File: src/rtl/delta_sigma_decimator_pkg.sv
// Shared constants and helpers for the CIC delta-sigma decimator.
package delta_sigma_decimator_pkg;

  // PCM resolution shared with the sound path and the modulator.
  localparam int RESOLUTION = 14;

  // CIC register width: input width plus log2(R^N) bits of growth.
  function automatic int cic_width(input int inbits, input int order, input int decim_log2);
    return inbits + order * decim_log2;
  endfunction

endpackage

File: src/rtl/delta_sigma_decimator_cic_comb.sv
// One CIC comb (differentiator) stage; only advances on a valid input.
module delta_sigma_decimator_cic_comb
  import delta_sigma_decimator_pkg::*;
#(
  parameter int W = 19
) (
  input  logic         clk,
  input  logic         rst,
  input  logic [W-1:0] prev,
  input  logic         prev_vld,
  output logic [W-1:0] diff,
  output logic         diff_vld
);

  logic [W-1:0] dly;

  // diff = current decimated sample minus previous one, modulo 2^W
  always_ff @(posedge clk) begin
    if (rst) begin
      dly      <= '0;
      diff     <= '0;
      diff_vld <= 1'b0;
    end else begin
      diff_vld <= prev_vld;
      if (prev_vld) begin
        dly  <= prev;
        diff <= prev - dly;
      end
    end
  end

endmodule

File: src/rtl/delta_sigma_decimator.sv
// CIC decimator: ORDER integrators at clk rate, decimate by 2^DECIM_LOG2,
// ORDER combs at the decimated rate, top OUTBITS of the result as PCM.
module delta_sigma_decimator
  import delta_sigma_decimator_pkg::*;
#(
  parameter int INBITS     = 4,
  parameter int OUTBITS    = RESOLUTION,
  parameter int ORDER      = 3,
  parameter int DECIM_LOG2 = 5
) (
  input  logic               clk,
  input  logic               rst,
  input  logic [INBITS-1:0]  audio_i,
  output logic [OUTBITS-1:0] sample_o,
  output logic               valid_o
);

  localparam int W = cic_width(INBITS, ORDER, DECIM_LOG2);

  logic [ORDER-1:0][W-1:0] integ;
  logic [DECIM_LOG2-1:0]   cnt;
  logic                    tick;
  logic [W-1:0]            x0;
  logic                    v0;
  logic [ORDER:0][W-1:0]   x;
  logic [ORDER:0]          vld_pipe;
  logic [OUTBITS-1:0]      samp_nxt;

  // tick on the last cycle of each decimation period
  assign tick = &cnt;

  // integrator cascade; wrap-around is harmless, the combs undo it exactly
  always_ff @(posedge clk) begin
    if (rst) begin
      integ <= '0;
    end else begin
      integ[0] <= integ[0] + W'(audio_i);
      for (int k = 1; k < ORDER; k++)
        integ[k] <= integ[k] + integ[k-1];
    end
  end

  // decimation counter and capture of the last integrator on tick
  always_ff @(posedge clk) begin
    if (rst) begin
      cnt <= '0;
      x0  <= '0;
      v0  <= 1'b0;
    end else begin
      cnt <= cnt + DECIM_LOG2'(1);
      v0  <= tick;
      if (tick)
        x0 <= integ[ORDER-1];
    end
  end

  assign x[0]        = x0;
  assign vld_pipe[0] = v0;

  for (genvar k = 1; k <= ORDER; k++) begin : g_comb
    delta_sigma_decimator_cic_comb #(.W(W)) u_comb (
      .clk      (clk),
      .rst      (rst),
      .prev     (x[k-1]),
      .prev_vld (vld_pipe[k-1]),
      .diff     (x[k]),
      .diff_vld (vld_pipe[k])
    );
  end

  // take the top OUTBITS; pad LSBs with zeros if the CIC is narrower
  if (OUTBITS <= W) begin : g_trunc
    assign samp_nxt = x[ORDER][W-1 -: OUTBITS];
  end else begin : g_pad
    assign samp_nxt = {x[ORDER], {(OUTBITS-W){1'b0}}};
  end

  // register the PCM sample and its one-cycle strobe
  always_ff @(posedge clk) begin
    if (rst) begin
      sample_o <= '0;
      valid_o  <= 1'b0;
    end else begin
      valid_o <= vld_pipe[ORDER];
      if (vld_pipe[ORDER])
        sample_o <= samp_nxt;
    end
  end

endmodule
File: config.mk
export PLATFORM = sky130hd
export DESIGN_NAME = delta_sigma_decimator
export DESIGN_NICKNAME = d
export VERILOG_FILES = /design/src/rtl/delta_sigma_decimator_pkg.sv /design/src/rtl/delta_sigma_decimator_cic_comb.sv /design/src/rtl/delta_sigma_decimator.sv
export SDC_FILE = /design/constraint.sdc
export NUM_CORES = 1
export LEC_CHECK = 0
export ABC_AREA = 1
export CAP_MARGIN = 25
export CORE_MARGIN = 3
export CORE_UTILIZATION = 61
export CTS_CLUSTER_SIZE = 24
export DETAILED_ROUTE_END_ITERATION = 10
export PLACE_DENSITY = 0.78
export REMOVE_ABC_BUFFERS = 1
export SLEW_MARGIN = 40
export SYNTH_ARGS = -nofsm -noshare
export SYNTH_HDL_FRONTEND = slang
export SYNTH_HIERARCHICAL = 1
export SYNTH_SLANG_ARGS = --single-unit
export TNS_END_PERCENT = 30
File: constraint.sdc
create_clock -name clk -period 3.82 [get_ports clk]
set_input_delay 1.146 -clock clk [delete_from_list [all_inputs] [get_ports clk]]
set_output_delay 1.146 -clock clk [all_outputs]
set_load 0.03 [all_outputs]
==> results of run 1 <==
-- where the power goes --
group | switching [mW] | internal [mW] | total [mW]
combinational | 0.290 | 0.151 | 0.441
clock | 0.901 | 1.56 | 2.46
sequential | 0.0485 | 2.24 | 2.29
total | 1.24 | 3.95 | 5.19
-- area by class of cell --
class	count	area (sq um)	area share [%]
inverter	263	987	7.09
multi-input combinational	1391	7280	52.3
clock buffer	36	717	5.15
tap	270	338	2.43
timing repair buffer	29	275	1.98
clock inverter	7	138	0.989
sequential	209	4180	30.1
-- how the worst max path moves through the flow --
stage / start / endpoint
global placement: audio_i[0] / integ[14]
detailed placement: audio_i[0] / integ[14]
CTS: sample_o[1] / sample_o[1]
floorplan: audio_i[0] / integ[14]
global route: audio_i[0] / integ[14]
finish: sample_o[1] / sample_o[1]
-- cell usage in the layout, fill, tap and decap left out, types with 25 or more instances in the layout --
cell                        instances
sky130_fd_sc_hd__a21oi_1          154
sky130_fd_sc_hd__o21ai_0          151
sky130_fd_sc_hd__dfxtp_1          209
sky130_fd_sc_hd__nand3_1          127
sky130_fd_sc_hd__clkbuf_16         25
sky130_fd_sc_hd__nor2_1           286
sky130_fd_sc_hd__inv_1            246
sky130_fd_sc_hd__nand2_1          430
sky130_fd_sc_hd__ha_1              96
sky130_fd_sc_hd__nand2_2           27
-- layer usage --
layer,vias up,global-route usage [%],wire [um]
li1,6119,-,-
met2,278,45.8,13900
met3,39,4.09,1910
met1,5321,38.4,14800
met4,0,5.67,511
met5,-,0,0
-- flip-flops by register name, indices dropped and copies added, names as in the netlist --
signal	cells
sample_o	14
g_comb.u_comb/diff	52
g_comb.u_comb/dly	57
g_comb.u_comb/diff_vld	3
integ	57
cnt	5
v0	1
x0	19
valid_o	1
==> impl.org, run 1 <==
** STA
- Worst hold slack :: 0.450 ns
- Setup violations remaining at the end of the flow were counted as 0.
- The final critical path takes up 69.7% of the cycle.
- The routed design could run at a clock period as short as 2.66 ns.
- Worst Slack Setup Final :: 1.16 ns
- Final hold violation count :: 0
- Worst relative slew slack :: 45.1%
- Slew at the pin closest to its max-slew limit :: 0.824 ns
- Timing would allow up to 376 MHz.
- The final number of max-transition violations came to 0.
- Unrepaired setup endpoints after global routing :: no
- Fin Clk Skew :: 0.0164 ns
- Summed over all failing endpoints, the final setup total negative slack is 0 ns.

** Setup path
- The startpoint identified for the worst register-to-register timing path is integ[0].
- STA puts the critical path data arrival time at 1.52 ns.
- The endpoint identified for the worst register-to-register timing path is integ[35].
- Cells traversed along the worst timing path :: clkdlybuf4s50_1
- CP max FO :: 2
- Slack of the worst reg-to-reg path :: 1.68 ns
- In this run the number of cells on the critical path is 1.
- The worst setup path is of the flip-flop to output pin kind.
- Measured in cells, the most critical reg-to-reg path has a length of 11.
- Gate family responsible for the most delay along the worst path :: buffers and inverters
- The largest individual stage delay along the critical path comes from the cell sky130_fd_sc_hd__clkdlybuf4s50_1.
- In this design, the stage delay of the slowest critical-path cell is 0.67 ns.
- Together, buffers and inverters on the worst path number 1.
- STA classifies the critical path endpoint as an output pin.
- Worst Setup Start Kind :: flip-flop
- CP required :: 2.67 ns

** Clock network
- CTS sink count :: 209
- Root Buffer Master :: sky130_fd_sc_hd__clkbuf_16
- Clk buf depth :: 3
- Number of hold-repair buffers added at the cts stage :: 0
- TritonCTS created 24 clock buffers.
- Htree depth :: 1
- Clock Latency Late Sink :: 0.51 ns
- Post-CTS setup-driven buffer insertion count :: 0
- TritonCTS built the clock tree.
- After clock tree synthesis, the clock-pin slew on the worst setup and hold paths is 0.06 ns.
- Resize count post-CTS :: 0

** Die
- The floorplan step defined a die boundary enclosing 22,500 sq um.
- In this run the horizontal extent of the chip is 150 um.
- I/O Pins :: 21
- Num rows :: 52
- The initial utilization of the core area, before any placement, comes to 62.3%.
- Core outline area :: 20,300 sq um
- The floorplan step set the die height to 150 um.

** Final layout
- Cells fill 68.6% of the core in the end.
- Ratio of cells with drive above 1 in the final layout :: 7.24%
- Ant. Diodes :: 0
- Excluding fillers, the count of instances in the completed layout stands at 2,205.
- Net count, final :: 2,026
- Relative area change from synthesis to final layout :: 10.0%
- Counting the fill cells in the layout gives 1,835.
- The finished cells cover 13,900 sq um.

** Global route
- Pin count of the biggest net entering global routing :: 77
- Global-route congestion overflow total :: 0
- The via count of the first global-routing pass was 10.8k.
- The first global-routing pass estimated 51.4 mm of wire.
- Number of antenna violations at the first check in global routing :: 0
- In the global route stage, overall resource usage came out at 27.6%.

** Power and ir drop
- Worst-case vdd ir drop :: 0.000404 V
- The design draws 5.19 mW.
- For this design the ratio of total power to cell area is 373 nW/um^2.
- Cell leakage power :: 7.11 nW

** Drt
- Total vias in the final route :: 11.8k
- Vias/cell :: 5.33
- Avg WL per Cell :: 14.1 um
- Wires add up to 31.1 mm.
- Number of detailed-routing iterations run before antenna repair :: 7
- After detailed routing, the number of remaining DRC violations is 0.
- The detailed router finished its first iteration with 774 violations.
- In this run the remaining antenna-violating nets after routing total 0.

** Yosys
- Synthesis handed over a netlist of 1,908 instances.
- Yosys printed 6 warnings.
- Cell Area, Synth :: 12,600 sq um
- A synthesized cell averages 6.63 sq um.

** Worst hold path
- Min-Delay Endpoint :: cnt[0]
- Along the worst hold path, the cell count comes to 1.
- The startpoint identified for the worst hold timing path is cnt[0].
- The worst hold path belongs to the class flip-flop to flip-flop.

** Run status
- The flow ran to the end, and the final reports show no timing, DRC or antenna violations.

** Place
- Place WS :: 0.678 ns
- Final weighted congestion in routability-driven placement :: 0.915
- Including well taps, the total number of placed cells is 2,162.
- Half-perimeter wire length of the detailed placement result :: 22.8 mm
- Buffers placed on the I/O ports in this run total 20.
- After detailed placement, the total cell area comes to 13,100 sq um.

** Flow run
- The tool flagged a number of max-cap violations equal to 0.
Power figures use the tool's default switching activity.
==> run 2, diff against run 1 <==
- clock period: 3.82 -> 2.7 ns (I/O delays scaled with it)
==> run 2 against run 1 <==
  * Register-to-register slack worse by 1.1 ns
  * Clock power up 17%
  * Critical path type unchanged
  * First-iteration DRC count up 17%
  * Clock skew up 0.0020 ns
  * Design area down 1.2%
  * Worst setup slack worse by 0.80 ns
  * Critical endpoint is now sample_o[12]
==> impl.org, run 2 (synthesis gave the netlist of run 1 again) <==
** Place
- The number of instances in the placed design is 2,167 (was 2,162).
- Half-perimeter wire length of the detailed placement result :: 22.8 mm (about the same)
- The number of buffers added on ports came to 20 (unchanged).
- Place WS :: -0.0206 ns (was 0.678 ns)
- DP Area :: 13,100 sq um (about the same)
- The last weighted congestion value of the routability-driven placer was 0.949 (was 0.915).

** Global route
- Via count of the first global-routing pass :: 10.4k (was 10.8k)
- Number of antenna violations at the first check in global routing :: 0 (unchanged)
- The global routing usage summed across all routing layers was 26.6% (was 27.6%).
- Wire length of the first global-routing pass :: 49.8 mm (was 51.4 mm)
- Global-route congestion overflow total :: 0 (unchanged)
- Pin count of the biggest net entering global routing :: 59 (was 77)

** Final layout
- Final std cell area, no fill :: 13,800 sq um (was 13,900 sq um)
- Layout fillers :: 1,864 (was 1,835)
- Most frequent cells in the layout :: 430 x sky130_fd_sc_hd__nand2_1, 286 x sky130_fd_sc_hd__nor2_1, 246 x sky130_fd_sc_hd__inv_1, 209 x sky130_fd_sc_hd__dfxtp_1, 154 x sky130_fd_sc_hd__a21oi_1 (unchanged)
- Final non-filler cell total :: 2,201 (was 2,205)
- Ant. Diodes :: 0 (unchanged)
- Most common cell after layout, fill and taps aside :: sky130_fd_sc_hd__nand2_1 (unchanged)
- The final-stage net count came to 2,030 (was 2,026).
- Relative area change from synthesis to final layout :: 8.76% (was 10.0%)
- Ratio of cells with drive above 1 in the final layout :: 7.04% (was 7.24%)
- Final Core Density :: 67.8% (was 68.6%)
- Leading registers by flop count: g_comb.u_comb/dly: 57 flops, integ: 57 flops, g_comb.u_comb/diff: 52 flops (unchanged).

** Drt
- Number of nets with antenna violations after detailed routing :: 0 (unchanged)
- The routed via count divided by cell count came to 5.28 (was 5.33).
- The final routed wirelength across all metal layers is 30.1 mm (was 31.1 mm).
- The wire length per cell was 13.7 um (was 14.1 um).
- The initial DRC count came to 903 (was 774).
- The number of design rule violations left after detail routing was 0 (unchanged).
- The total number of vias came to 11.6k (was 11.8k).
- Number of detailed-routing iterations run before antenna repair :: 5 (was 7)

** STA
- Final hold violation count :: 0 (unchanged)
- Worst hold slack :: 0.452 ns (was 0.450 ns)
- After layout, the worst path uses 86.8% of the clock period.
- Count of pins over their slew limit :: 0 (unchanged)
- Top achievable clock speed :: 427 MHz
- Unrepaired setup endpoints after global routing :: no (unchanged)
- The setup clock skew after layout was 0.0184 ns (was 0.0164 ns).
- The actual transition at the worst max-transition pin is 0.791 ns (was 0.824 ns).
- The final setup slack of the worst path came to 0.357 ns (was 1.16 ns).
- Worst relative slew slack :: 47.2% (was 45.1%)
- Final critical-path required period :: 2.34 ns
- The final-report setup violation count is 0 (unchanged).

** Die
- The starting density of the core is 62.3% (unchanged).
- The y dimension of the die was 150 um (unchanged).
- Die boundary width :: 150 um (unchanged)
- The row count is 52 (unchanged).
- The core region area came to 20,300 sq um (unchanged).
- The floorplan die area was 22,500 sq um (unchanged).
- The count of pins on the block boundary came to 21 (unchanged).

** Clock network
- Number of CTS-inserted buffers :: 23 (was 24)
- Clock-pin transition on the worst setup and hold timing paths :: 0.06 ns (about the same)
- The sink count of the clock tree came to 209 (unchanged).
- Root Buffer Master :: sky130_fd_sc_hd__clkbuf_16 (unchanged)
- The latest clock arrival within the worst-skew pair was 0.50 ns (was 0.51 ns).
- The number of H-tree branching levels was 1 (unchanged).
- Post-CTS setup-driven buffer insertion count :: 0 (unchanged)
- CTS tree :: built (unchanged)
- The post-cts resize count was 0 (unchanged).
- The number of hold buffers added after CTS is 0 (unchanged).
- The maximum number of buffers from clock root to sink is 3 (unchanged).

** Setup path
- The worst setup path category is flip-flop to output pin (unchanged).
- The data required time at the worst endpoint was 1.89 ns (was 2.67 ns).
- Cells traversed along the worst timing path :: clkdlybuf4s50_1 (unchanged)
- Gate family responsible for the most delay along the worst path :: buffers and inverters (unchanged)
- The number of buffers and inverters on the critical path is 1 (unchanged).
- Stage delay of the slowest cell on the critical path :: 0.69 ns (was 0.67 ns)
- Data arrival time at the worst-slack endpoint :: 1.53 ns (was 1.52 ns)
- The critical-path maximum fanout is 2 (unchanged).
- The cell with the largest stage delay on the worst path is sky130_fd_sc_hd__clkdlybuf4s50_1 (unchanged).
- The endpoint class of the critical path was an output pin (unchanged).
- Worst Setup Start Kind :: flip-flop (unchanged)

** Power and ir drop
- The switching power of the nets came to 1.68 mW (was 1.24 mW).
- The worst ir drop on vdd came to 0.000678 V (was 0.000404 V).
- Cell leakage power :: 7.05 nW (was 7.11 nW)
- Switching share of power :: 24.9% (was 23.9%)
- The total power divided by cell area is 489 nW/um^2 (was 373 nW/um^2).
- The share of power burned in the clock network is 42.6% (was 47.4%).
- Combinational power share :: 9.2% (was 8.5%)
- The internal power component is 5.05 mW (was 3.95 mW).
- Sequential group share of total power :: 48.2% (was 44.1%)

** Flow run
- Count of maximum capacitance violations :: 0 (unchanged)

** Worst hold path
- Worst Hold Class :: flip-flop to flip-flop (unchanged)

** Run status
- Run status: finished clean (unchanged).
## run 2: path summary, 6_finish.rpt
kind           startpoint           end  slack, ns  depth (start not counted)
max          sample_o[12]  sample_o[12]       0.36                          1
min                cnt[0]        cnt[0]       0.45                          1
max reg2reg      integ[0]     integ[35]       0.62                         11
min reg2reg        cnt[0]        cnt[0]       0.45                          1
## run 2: stage by stage
stage               TNS, ns  total power [mW]
global placement          0              3.90
global route              0              6.99
detailed placement  -0.0206              3.92
floorplan                 0              3.74
finish                    0              6.73
CTS                       0              6.76
## run 2: metal layers
layer  vias up  GRT usage, %  part of all wire (%)
met2       235          42.2                    43
met1      5221          39.1                    50
met5         -             0                     0
li1       6125             -                     -
met4         0          5.40                   1.8
met3        36          3.36                   5.0
## run 2: power by group through the flow
stage | Combinational [mW] | Sequential (mW) | Clock (mW)
floorplan | 0.462 | 3.28 | 0
finish | 0.622 | 3.24 | 2.87
global placement | 0.590 | 3.31 | 0
global route | 0.724 | 3.25 | 3.01
CTS | 0.618 | 3.24 | 2.90
detailed placement | 0.609 | 3.31 | 0
## run 2: cell type report
cell class                      instances  area (sq um)  area share (%)
Multi-Input combinational cell       1391          7280            52.9
Inverter                              263           987            7.18
Timing Repair Buffer                   34           313            2.27
Sequential cell                       209          4180            30.4
Clock buffer                           30           612            4.45
Clock inverter                          4          45.0           0.327
Tap cell                              270           338            2.46
==> run 3, diff against run 2 <==
- ABC_AREA: 1 -> unset
- CAP_MARGIN: 25 -> 20
- TNS_END_PERCENT: 30 -> 20
==> run 3 against run 2 <==
  * Routed wire length shrank 5.5%
  * Count of clock-buffer cells in the layout is 5 lower
  * Maximum frequency fell by 9.2%
  * Highest routed layer unchanged
==> impl.org, run 3 <==
** Setup path
- Nature of the critical path endpoint :: flip-flop (was output pin)
- CP max FO :: 2 (unchanged)
- The data required time at the worst endpoint was 3.09 ns (was 1.89 ns).
- The critical path arrival was 2.96 ns (was 1.53 ns).
- Start-to-end type of the worst setup path :: flip-flop to flip-flop (was flip-flop to output pin)
- The startpoint type of the worst setup path was a flip-flop (unchanged).

** Die
- The horizontal die dimension came to 149 um (was 150 um).
- The count of pins on the block boundary is 21 (unchanged).
- Die H :: 149 um (was 150 um)
- Initial core utilization :: 63.0% (was 62.3%)
- Die Footprint :: 22,200 sq um (was 22,500 sq um)
- The core region area was 19,800 sq um (was 20,300 sq um).
- Num rows :: 51 (was 52)

** STA
- Final hold violation count :: 0 (unchanged)
- The actual transition at the worst max-transition pin came to 0.740 ns (was 0.791 ns).
- The achievable frequency came to 388 MHz (was 427 MHz).
- The final setup slack of the worst path is 0.121 ns (was 0.357 ns).
- Count of pins over their slew limit :: 0 (unchanged)
- The headroom to the max-slew limit is 50.4% (was 47.2%).
- The final-report setup violation count came to 0 (unchanged).
- Setup TNS after final layout :: 0 ns (unchanged)
- Final critical-path share of the clock period :: 95.5% (was 86.8%)
- The setup clock skew after layout is 0.0142 ns (was 0.0184 ns).
- Unrepaired setup endpoints after global routing :: no (unchanged)
- Final critical-path required period :: 2.58 ns (was 2.34 ns)

** Clock network
- The latest clock arrival within the worst-skew pair was 0.52 ns (was 0.50 ns).
- The clock slew at the register clock pins of the worst setup and hold paths was 0.06 ns (about the same).
- CTS tree :: built (unchanged)
- Number of hold-repair buffers added at the cts stage :: 0 (unchanged)
- The CTS root buffer was sky130_fd_sc_hd__clkbuf_16 (unchanged).
- The sink count of the clock tree is 209 (unchanged).
- Htree depth :: 1 (unchanged)
- Clk buf depth :: 3 (unchanged)
- The number of CTS-inserted buffers came to 23 (unchanged).

** Drt
- Number of detailed-routing iterations run before antenna repair :: 5 (unchanged)
- The wire length per cell came to 16.3 um (was 13.7 um).
- The number of design rule violations left after detail routing was 0 (unchanged).
- Vias/cell :: 6.03 (was 5.28)
- The final routed wirelength across all metal layers is 28.5 mm (was 30.1 mm).
- Total vias in the final route :: 10.6k (was 11.6k)
- Violation count after the first detailed-routing iteration :: 630 (was 903)
- Number of nets with antenna violations after detailed routing :: 0 (unchanged)

** Place
- The last weighted congestion value of the routability-driven placer was 0.913 (was 0.949).
- Port bufs :: 20 (unchanged)
- Place WS :: -0.182 ns (was -0.0206 ns)
- Placed Cells incl. Taps :: 1,708 (was 2,167)
- The placed wire-length estimate after detailed placement was 20.6 mm (was 22.8 mm).

** Final layout
- The final-stage net count was 1,577 (was 2,030).
- Relative area change from synthesis to final layout :: 11.4% (was 8.76%)
- Multi-input combinational cell area :: 7630 sq um (was 7280 sq um)
- Ratio of cells with drive above 1 in the final layout :: 7.94% (was 7.04%)
- Ant. Diodes :: 0 (unchanged)
- The sequential standard cell area was 4190 sq um (was 4180 sq um).
- The most frequent standard cell in the layout excluding fill and tap cells was sky130_fd_sc_hd__dfxtp_1 (was sky130_fd_sc_hd__nand2_1).
- The post-route non-filler standard cell count is 1,751 (was 2,201).
- Leading registers by flop count: g_comb.u_comb/dly: 57 flops, integ: 57 flops, g_comb.u_comb/diff: 52 flops (unchanged).
- Most frequent cells in the layout :: 205 x sky130_fd_sc_hd__dfxtp_1, 190 x sky130_fd_sc_hd__nor2_1, 101 x sky130_fd_sc_hd__mux2i_1, 95 x sky130_fd_sc_hd__ha_1, 94 x sky130_fd_sc_hd__nand2_1 (was 430 x sky130_fd_sc_hd__nand2_1, 286 x sky130_fd_sc_hd__nor2_1, 246 x sky130_fd_sc_hd__inv_1, 209 x sky130_fd_sc_hd__dfxtp_1, 154 x sky130_fd_sc_hd__a21oi_1)
- Layout fillers :: 1,584 (was 1,864)

** Run status
- Run status :: finished clean (unchanged)

** Global route
- Global-route congestion overflow total :: 0 (unchanged)
- Number of antenna violations at the first check in global routing :: 0 (unchanged)
- The largest net degree at the start of global routing is 43 (was 59).
- Wire length of the first global-routing pass :: 48.8 mm (was 49.8 mm)
- The global routing usage summed across all routing layers was 25.7% (was 26.6%).
- Via count of the first global-routing pass :: 10.1k (was 10.4k)

** Yosys
- Post-Syn Area per Cell :: 8.54 sq um (was 6.63 sq um)
- The netlist area before placement came to 12,500 sq um (was 12,600 sq um).
- The total of warnings raised by yosys is 6 (unchanged).
- The number of cells produced by synthesis came to 1,460 (was 1,908).

** Power and ir drop
- Worst-case vdd ir drop :: 0.000495 V (was 0.000678 V)
- Power Density :: 537 nW/um^2 (was 489 nW/um^2)
- Cell leakage power :: 5.60 nW (was 7.05 nW)

** Worst hold path
- The worst hold path class was flip-flop to flip-flop (unchanged).

** Flow run
- The number of violations of the max-capacitance limit came to 0 (unchanged).
## run 3: worst max-delay path: stages (launching register included)
cell and delay (ns):
sky130_fd_sc_hd__dfxtp_1 0.31, sky130_fd_sc_hd__inv_1 0.07, sky130_fd_sc_hd__ha_2 0.18, sky130_fd_sc_hd__inv_1 0.07
sky130_fd_sc_hd__fa_2 0.37, sky130_fd_sc_hd__a21o_1 0.21, sky130_fd_sc_hd__a221oi_2 0.23, sky130_fd_sc_hd__buf_4 0.16
sky130_fd_sc_hd__nor2_1 0.05, sky130_fd_sc_hd__or2_1 0.24, sky130_fd_sc_hd__nor4b_4 0.14, sky130_fd_sc_hd__or4_1 0.42
## run 3: worst paths after layout
check / endpoint / slack, ns / start / cells past startpoint
hold reg to reg: cnt[0] / 0.45 / cnt[0] / 1
hold / removal: cnt[0] / 0.45 / cnt[0] / 1
setup reg to reg: g_comb[2].u_comb/diff[12] / 0.12 / g_comb[1].u_comb/diff[0] / 11
setup / recovery: g_comb[2].u_comb/diff[12] / 0.12 / g_comb[1].u_comb/diff[0] / 11
## run 3: where the power goes
part           internal, mW  switching [mW]
clock network          2.20            1.29
registers              3.18          0.0723
logic                 0.287           0.424
total                  5.67            1.79
## run 3: layout make-up
cell class / count / area share, %
multi-input cells: 1087 / 54.9
clock buffers: 25 / 4.34
inverters: 89 / 2.41
repair buffers: 59 / 3.92
flip-flops and latches: 209 / 30.2
clock inverters: 17 / 1.83
well taps: 265 / 2.39
## run 3: timing repair
item | CTS | global route
pin swaps | 1 | 8
setup endpoints to repair | 1 | 4
gates cloned | 0 | 0
setup buffers | 1 | 0
gates resized for setup | 1 | 5
## run 3: stage by stage
step / instance area (sq um) / power (mW) / hold slack [ns] / utilization [%]
6_report: 13900 / 7.46 / 0.453 / 70.2
5_1_grt: 13900 / 7.75 / 0.491 / 70.2
4_1_cts: 13900 / 7.52 / 0.456 / 70.1
3_5_place_dp: 13000 / 4.02 / 0.444 / 65.7
3_3_place_gp: 13000 / 3.99 / 0.430 / 65.7
2_1_floorplan: 12100 / 3.78 / 0.416 / -
## run 3: per-layer routing
layer / GRT usage, % / vias to the layer above / share of wire, % / routed length [um]
met4: 7.05 / 0 / 2.7 / 782
met2: 45.5 / 237 / 49 / 13900
li1: - / 5278 / - / -
met3: 2.77 / 61 / 3.4 / 975
met5: 0 / - / 0 / 0
met1: 33.4 / 4987 / 45 / 12800
